File: src/rtl/fetch_unit_if.sv
// Bundle for the fetch unit's two bus faces: the instruction-memory read port
// and the fetch-to-decode handoff.
interface fetch_unit_if #(
   parameter int MEMORY_ADDR_SIZE = 13,
   parameter int INSTR_WIDTH      = 32
);
   logic                        imem_req;
   logic [MEMORY_ADDR_SIZE-1:0] imem_addr;
   logic                        imem_ack;
   logic [INSTR_WIDTH-1:0]      imem_rdata;
   logic                        id_valid;
   logic [INSTR_WIDTH-1:0]      id_instr;
   logic [MEMORY_ADDR_SIZE-1:0] id_pc;
   logic                        id_ready;

   modport master (
      output imem_req, imem_addr,
      input  imem_ack, imem_rdata,
      output id_valid, id_instr, id_pc,
      input  id_ready
   );

   modport slave (
      input  imem_req, imem_addr,
      output imem_ack, imem_rdata,
      input  id_valid, id_instr, id_pc,
      output id_ready
   );
endinterface

File: src/rtl/fetch_unit.sv
// Single-outstanding instruction fetch unit: requests the word at the current PC,
// hands it to decode, and steers the external PC register on accept or branch.
module fetch_unit #(
   parameter int MEMORY_ADDR_SIZE = 13,
   parameter int INSTR_WIDTH      = 32
) (
   input  logic                        clk,
   input  logic                        rst,
   input  logic [MEMORY_ADDR_SIZE-1:0] pc_addr,
   output logic                        pc_en,
   output logic [MEMORY_ADDR_SIZE-1:0] next_pc,
   input  logic                        branch_taken,
   input  logic [MEMORY_ADDR_SIZE-1:0] branch_target,
   output logic [15:0]                 fetch_count,
   fetch_unit_if.master                bus
);
   localparam logic [MEMORY_ADDR_SIZE-1:0] ADDR_ONE  = {{(MEMORY_ADDR_SIZE-1){1'b0}}, 1'b1};
   localparam logic [MEMORY_ADDR_SIZE-1:0] ADDR_ZERO = {MEMORY_ADDR_SIZE{1'b0}};
   localparam logic [INSTR_WIDTH-1:0]      INSTR_ZERO = {INSTR_WIDTH{1'b0}};

   typedef enum logic [2:0] {
      IDLE   = 3'd0,
      PCWAIT = 3'd1,
      FETCH  = 3'd2,
      HOLD   = 3'd3,
      DRAIN  = 3'd4
   } state_t;

   state_t                      state_r, state_s;
   logic                        pc_en_r, pc_en_s;
   logic [MEMORY_ADDR_SIZE-1:0] next_pc_r, next_pc_s;
   logic                        imem_req_r, imem_req_s;
   logic                        id_valid_r, id_valid_s;
   logic [INSTR_WIDTH-1:0]      id_instr_r, id_instr_s;
   logic [MEMORY_ADDR_SIZE-1:0] id_pc_r, id_pc_s;
   logic [15:0]                 fetch_count_r, fetch_count_s;
   logic                        accept_s;

   function automatic logic [15:0] sat_inc(input logic [15:0] v);
      if (v == 16'hFFFF) begin
         return v;
      end else begin
         return v + 16'd1;
      end
   endfunction

   // Next-state and next-output decode; every output except imem_addr is registered.
   always_comb begin
      state_s       = state_r;
      pc_en_s       = 1'b0;
      next_pc_s     = next_pc_r;
      id_valid_s    = id_valid_r;
      id_instr_s    = id_instr_r;
      id_pc_s       = id_pc_r;
      fetch_count_s = fetch_count_r;
      accept_s      = id_valid_r & bus.id_ready;
      case (state_r)
         IDLE, PCWAIT: begin
            if (branch_taken) begin
               pc_en_s    = 1'b1;
               next_pc_s  = branch_target;
               id_valid_s = 1'b0;
               state_s    = PCWAIT;
            end else begin
               state_s = FETCH;
            end
         end
         FETCH: begin
            if (branch_taken) begin
               // A word returned alongside the branch is wrong-path; only a still-pending one needs draining.
               pc_en_s   = 1'b1;
               next_pc_s = branch_target;
               state_s   = bus.imem_ack ? PCWAIT : DRAIN;
            end else if (bus.imem_ack) begin
               id_instr_s = bus.imem_rdata;
               id_pc_s    = pc_addr;
               id_valid_s = 1'b1;
               state_s    = HOLD;
            end else begin
               state_s = FETCH;
            end
         end
         HOLD: begin
            if (branch_taken) begin
               if (accept_s) begin
                  fetch_count_s = sat_inc(fetch_count_r);
               end else begin
                  fetch_count_s = fetch_count_r;
               end
               pc_en_s    = 1'b1;
               next_pc_s  = branch_target;
               id_valid_s = 1'b0;
               state_s    = PCWAIT;
            end else if (accept_s) begin
               fetch_count_s = sat_inc(fetch_count_r);
               pc_en_s       = 1'b1;
               next_pc_s     = id_pc_r + ADDR_ONE;
               id_valid_s    = 1'b0;
               state_s       = PCWAIT;
            end else begin
               state_s = HOLD;
            end
         end
         DRAIN: begin
            if (branch_taken) begin
               pc_en_s   = 1'b1;
               next_pc_s = branch_target;
            end else begin
               next_pc_s = next_pc_r;
            end
            if (bus.imem_ack) begin
               state_s = PCWAIT;
            end else begin
               state_s = DRAIN;
            end
         end
         default: begin
            state_s    = IDLE;
            id_valid_s = 1'b0;
         end
      endcase
      imem_req_s = (state_s == FETCH);
   end

   // State and registered outputs, cleared asynchronously by rst.
   always_ff @(posedge clk or negedge rst) begin
      if (!rst) begin
         state_r       <= IDLE;
         pc_en_r       <= 1'b0;
         next_pc_r     <= ADDR_ZERO;
         imem_req_r    <= 1'b0;
         id_valid_r    <= 1'b0;
         id_instr_r    <= INSTR_ZERO;
         id_pc_r       <= ADDR_ZERO;
         fetch_count_r <= 16'd0;
      end else begin
         state_r       <= state_s;
         pc_en_r       <= pc_en_s;
         next_pc_r     <= next_pc_s;
         imem_req_r    <= imem_req_s;
         id_valid_r    <= id_valid_s;
         id_instr_r    <= id_instr_s;
         id_pc_r       <= id_pc_s;
         fetch_count_r <= fetch_count_s;
      end
   end

   assign pc_en         = pc_en_r;
   assign next_pc       = next_pc_r;
   assign fetch_count   = fetch_count_r;
   assign bus.imem_req  = imem_req_r;
   assign bus.imem_addr = pc_addr;
   assign bus.id_valid  = id_valid_r;
   assign bus.id_instr  = id_instr_r;
   assign bus.id_pc     = id_pc_r;
endmodule

File: src/flat_wrapper.sv
// flat-port wrapper written by rule: the top's interface ports become plain ports
module fetch_unit_flat 
#(
   parameter int MEMORY_ADDR_SIZE = 13,
   parameter int INSTR_WIDTH      = 32
)
  (clk, rst, pc_addr, pc_en, next_pc, branch_taken, branch_target, fetch_count, bus_imem_req, bus_imem_addr, bus_imem_ack, bus_imem_rdata, bus_id_valid, bus_id_instr, bus_id_pc, bus_id_ready);
  fetch_unit_if #(.MEMORY_ADDR_SIZE(MEMORY_ADDR_SIZE), .INSTR_WIDTH(INSTR_WIDTH)) bus_i ();
  input  logic clk;
  input  logic rst;
  input  logic [MEMORY_ADDR_SIZE-1:0] pc_addr;
  output logic pc_en;
  output logic [MEMORY_ADDR_SIZE-1:0] next_pc;
  input  logic branch_taken;
  input  logic [MEMORY_ADDR_SIZE-1:0] branch_target;
  output logic [15:0] fetch_count;
  output wire logic [$bits(bus_i.imem_req)-1:0] bus_imem_req;
  output wire logic [$bits(bus_i.imem_addr)-1:0] bus_imem_addr;
  input wire logic [$bits(bus_i.imem_ack)-1:0] bus_imem_ack;
  input wire logic [$bits(bus_i.imem_rdata)-1:0] bus_imem_rdata;
  output wire logic [$bits(bus_i.id_valid)-1:0] bus_id_valid;
  output wire logic [$bits(bus_i.id_instr)-1:0] bus_id_instr;
  output wire logic [$bits(bus_i.id_pc)-1:0] bus_id_pc;
  input wire logic [$bits(bus_i.id_ready)-1:0] bus_id_ready;
  assign bus_imem_req = bus_i.imem_req;
  assign bus_imem_addr = bus_i.imem_addr;
  assign bus_i.imem_ack = bus_imem_ack;
  assign bus_i.imem_rdata = bus_imem_rdata;
  assign bus_id_valid = bus_i.id_valid;
  assign bus_id_instr = bus_i.id_instr;
  assign bus_id_pc = bus_i.id_pc;
  assign bus_i.id_ready = bus_id_ready;
  fetch_unit #(.MEMORY_ADDR_SIZE(MEMORY_ADDR_SIZE), .INSTR_WIDTH(INSTR_WIDTH)) u_core (.clk(clk), .rst(rst), .pc_addr(pc_addr), .pc_en(pc_en), .next_pc(next_pc), .branch_taken(branch_taken), .branch_target(branch_target), .fetch_count(fetch_count), .bus(bus_i));
endmodule
File: config.mk
export PLATFORM = sky130hd
export DESIGN_NAME = fetch_unit_flat
export DESIGN_NICKNAME = d
export VERILOG_FILES = /design/src/rtl/fetch_unit_if.sv /design/src/rtl/fetch_unit.sv /design/src/flat_wrapper.sv
export SDC_FILE = /design/constraint.sdc
export NUM_CORES = 1
export LEC_CHECK = 0
export ABC_AREA = 1
export ABC_CLOCK_PERIOD_IN_PS = 1800
export CORE_MARGIN = 4
export CORE_UTILIZATION = 52
export DETAILED_ROUTE_END_ITERATION = 10
export DONT_BUFFER_PORTS = 1
export PLACE_DENSITY_LB_ADDON = 0.08
export SLEW_MARGIN = 10
export SYNTH_ARGS = -nofsm -noshare
export SYNTH_HDL_FRONTEND = slang
export SYNTH_SLANG_ARGS = --single-unit
File: constraint.sdc
create_clock -name clk -period 1.8 [get_ports clk]
set_input_delay 0 -clock clk [delete_from_list [all_inputs] [get_ports clk]]
set_output_delay 0 -clock clk [all_outputs]
set_load 0.01 [all_outputs]
==> results.toml <==
[final_layout]
fin_cells = 704
fin_area_um2 = 5000
final_common_cell = "nand2_1"
utilization = 0.644
drive_above_1_share = 0.0864
layout_common_cells = "nand2_1 (187), inv_1 (81), dfrtp_1 (80), dlygate4sd3_1 (61), o21ai_0 (44)"
antenna_cells = 0
layout.nets = 662
fill_cells = 657
area_delta_synth_final_pct = 20.3

[timing]
drv_slew = 0
worst_pin_slew_ns = 0.392
skew_ns = 0.00811
finalSetupViolCount = 0
slew_headroom = 0.738
hold_violations = 80
fin_ws_ns = 0.221
rsz0062_at_grt = "no"
fin_crit_ns = 1.58
max_freq_mhz = 633
holdWs_ns = -0.672
fin_tns_setup_ns = 0
min_period_over_period = 0.877

[pwr]
power.density_nw_per_um2 = 1360
switching_share = 0.431
peakVddDrop_v = 0.000745
p_int_mw = 3.87
power_frac_seq = 0.532
power_frac_comb = 0.287
p_total_mw = 6.80
pwr-share-clk = 0.181
power.switching_mw = 2.93
p_leak_nw = 2.59

[clocking]
cts_max_path_buffers = 2
root_buffer = "clkbuf_8"
clk_pin_slew_ns = 0.09
post_cts_buffers = 0
cts_tree = "yes"
cts_made_buffers = 9
clock-sinks = 80
htreeDepth = 3
clkLatencyLatePin_ns = 0.35

[synthesis]
synthTopCellsByArea = "dfrtp_1 (48%), nand2_1 (17%), inv_1 (7.3%)"
netlist_instances = 541
yosysTopAreaCell = "dfrtp_1"
netlist.area_leader.share = 0.481
synth.net_count = 606
ys_seq_area_frac = 0.481
yosysWarnings = 0
synth_area_um2 = 4160
avgSynthCellArea_um2 = 7.69
yosysUniqueCellTypes = 29
synth_seq_cells = 80

[worst_setup_path]
path_cells = "ha_1 > nand2_1 > nor2_1 > nand2_1 > nand2_1 > nand3_1 > nand3_1 > nand2_1"
path_common_cell = "nand2_1"
critPathLaunchType = "flip-flop"
crit_type = "flip-flop to flip-flop"
worst_ep_required_time_ns = 2.05
cpPeakStageDelay_ns = 0.48
crit_arrival_ns = 1.83
path_max_fanout = 6
cp_slowest_cell = "dfrtp_1"
crit_path_end_kind = "flip-flop"

[global_route]
grt.total_usage = 0.214
overflow = 0
grt_pass1_vias = 3460
grt_pass1_wl_mm = 16.7
grt_max_degree = 92
antenna_found_initial = 0

[floorplan]
die_h_um = 97.4
die-area_um2 = 9490
rows = 32
initial_core_util = 0.535
fp.dieW_um = 97.4
ios = 153
coreArea_um2 = 7770

[detailed_routing]
ant_nets = 0
wl_mm = 9.87
drt_iter0_drc = 118
wl_per_cell_um = 14.0
vias = 3513
drc = 0
firstDrtPassIters = 5
via_per_inst = 4.99

[place]
place_hpwl_mm = 6.63
dpl_cell_area_um2 = 4210
io_buffer_count = 0
gp_congestion = 0.778
dp_cells = 627
pre_cts_ws_ns = 0.238

[run_status]
status = "finished with violations"
violations = "hold timing"

[min_path]
hold_class = "input port to asynchronous set/reset pin"

[flow_run]
maxCapViolCount = 0
==> layout make-up <==
class | instances | area, µm² | area share
Sequential cell | 80 | 2000 | 0.400
Multi-Input combinational cell | 349 | 1650 | 0.331
Timing Repair Buffer | 72 | 718 | 0.144
Inverter | 85 | 319 | 0.0638
Tap cell | 102 | 128 | 0.0255
Clock buffer | 9 | 124 | 0.0248
Clock inverter | 7 | 55.1 | 0.0110
==> metal layers <==
metal / track usage / share of wire / wire [µm]
met3: 0.0876 / 0.11 / 1080
met5: 0 / 0 / 0
met1: 0.264 / 0.40 / 3980
met2: 0.342 / 0.47 / 4690
met4: 0.0692 / 0.013 / 133
==> worst max-delay path, delay by kind of cell, from the launching register on <==
kind	cells	cell delay (ns)
adders and majority gates	1	0.25
DFF	1	0.48
and+or+nand+nor	7	0.75
==> Yosys cell counts <==
library cell    n
ha_1            2
nand3_4         1
a31oi_1         1
nand2_2         4
nand2_1       187
nor3_1          1
nand4_1         8
buf_6           4
xnor2_1         4
nand2_4         1
nand3b_1        5
o21ai_0        45
buf_2           6
o21ai_2         6
nand3_2         2
clkbuf_1        4
inv_2           3
inv_1          81
clkinv_1        1
nor2_4          5
o21ai_1         5
a21oi_1         8
nor2_2          2
o21ai_4         1
buf_4          13
nand3_1        22
xor2_1          6
nor2_1         33
dfrtp_1        80
==> flip-flops by register name, indices dropped and copies added, names as in the netlist <==
signal / cells
u_core.bus.id_valid: 1
u_core.bus.id_instr: 32
u_core.bus.imem_req: 1
u_core.pc_en: 1
u_core.fetch_count: 16
u_core.next_pc: 13
u_core.state_r: 3
u_core.bus.id_pc: 13
==> power by group through the flow <==
| stage | sequential (mW) | clock (mW) | combinational (mW) |
|---|---|---|---|
| after floorplan | 3.47 | 0 | 1.46 |
| after global placement | 3.64 | 0 | 1.76 |
| after detailed placement | 3.64 | 0 | 1.84 |
| after CTS | 3.62 | 1.27 | 1.94 |
| after global routing | 3.74 | 1.37 | 2.28 |
| final | 3.61 | 1.23 | 1.95 |
==> cells by family (layout without fill, tap and decap cells) <==
| kind of cell | count (synthesis) | in the layout | share of synthesized area |
|---|---|---|---|
| simple gates | 271 | 271 | 0.282 |
| buf+inv | 112 | 173 | 0.122 |
| flops | 80 | 80 | 0.481 |
| compound gates | 66 | 66 | 0.0879 |
| xor+xnor | 10 | 10 | 0.0211 |
| fa+ha+maj | 2 | 2 | 0.00602 |
==> final timing paths <==
kind                                           from                    end  slack (ns)  depth (start not counted)
worst max-delay path            u_core.bus.id_pc[0]      u_core.next_pc[8]        0.22                          8
worst min-delay path                            rst  u_core.fetch_count[4]       -0.67                          0
worst max register to register  u_core.bus.id_pc[0]      u_core.next_pc[8]        0.22                          8
worst min register to register    u_core.next_pc[1]      u_core.next_pc[1]        0.55                          2
max in group asynchronous                       rst  u_core.fetch_count[3]        2.33                          0
min in group clk                         pc_addr[9]       bus_imem_addr[9]           0                          0
==> repair_timing <==
item / 4_1_cts / 5_1_grt
hold endpoints to repair: 144 / 81
gates resized for setup: 0 / 2
hold buffers: 60 / 1
setup endpoints to repair: 0 / 1
Power figures use the tool's default switching activity.
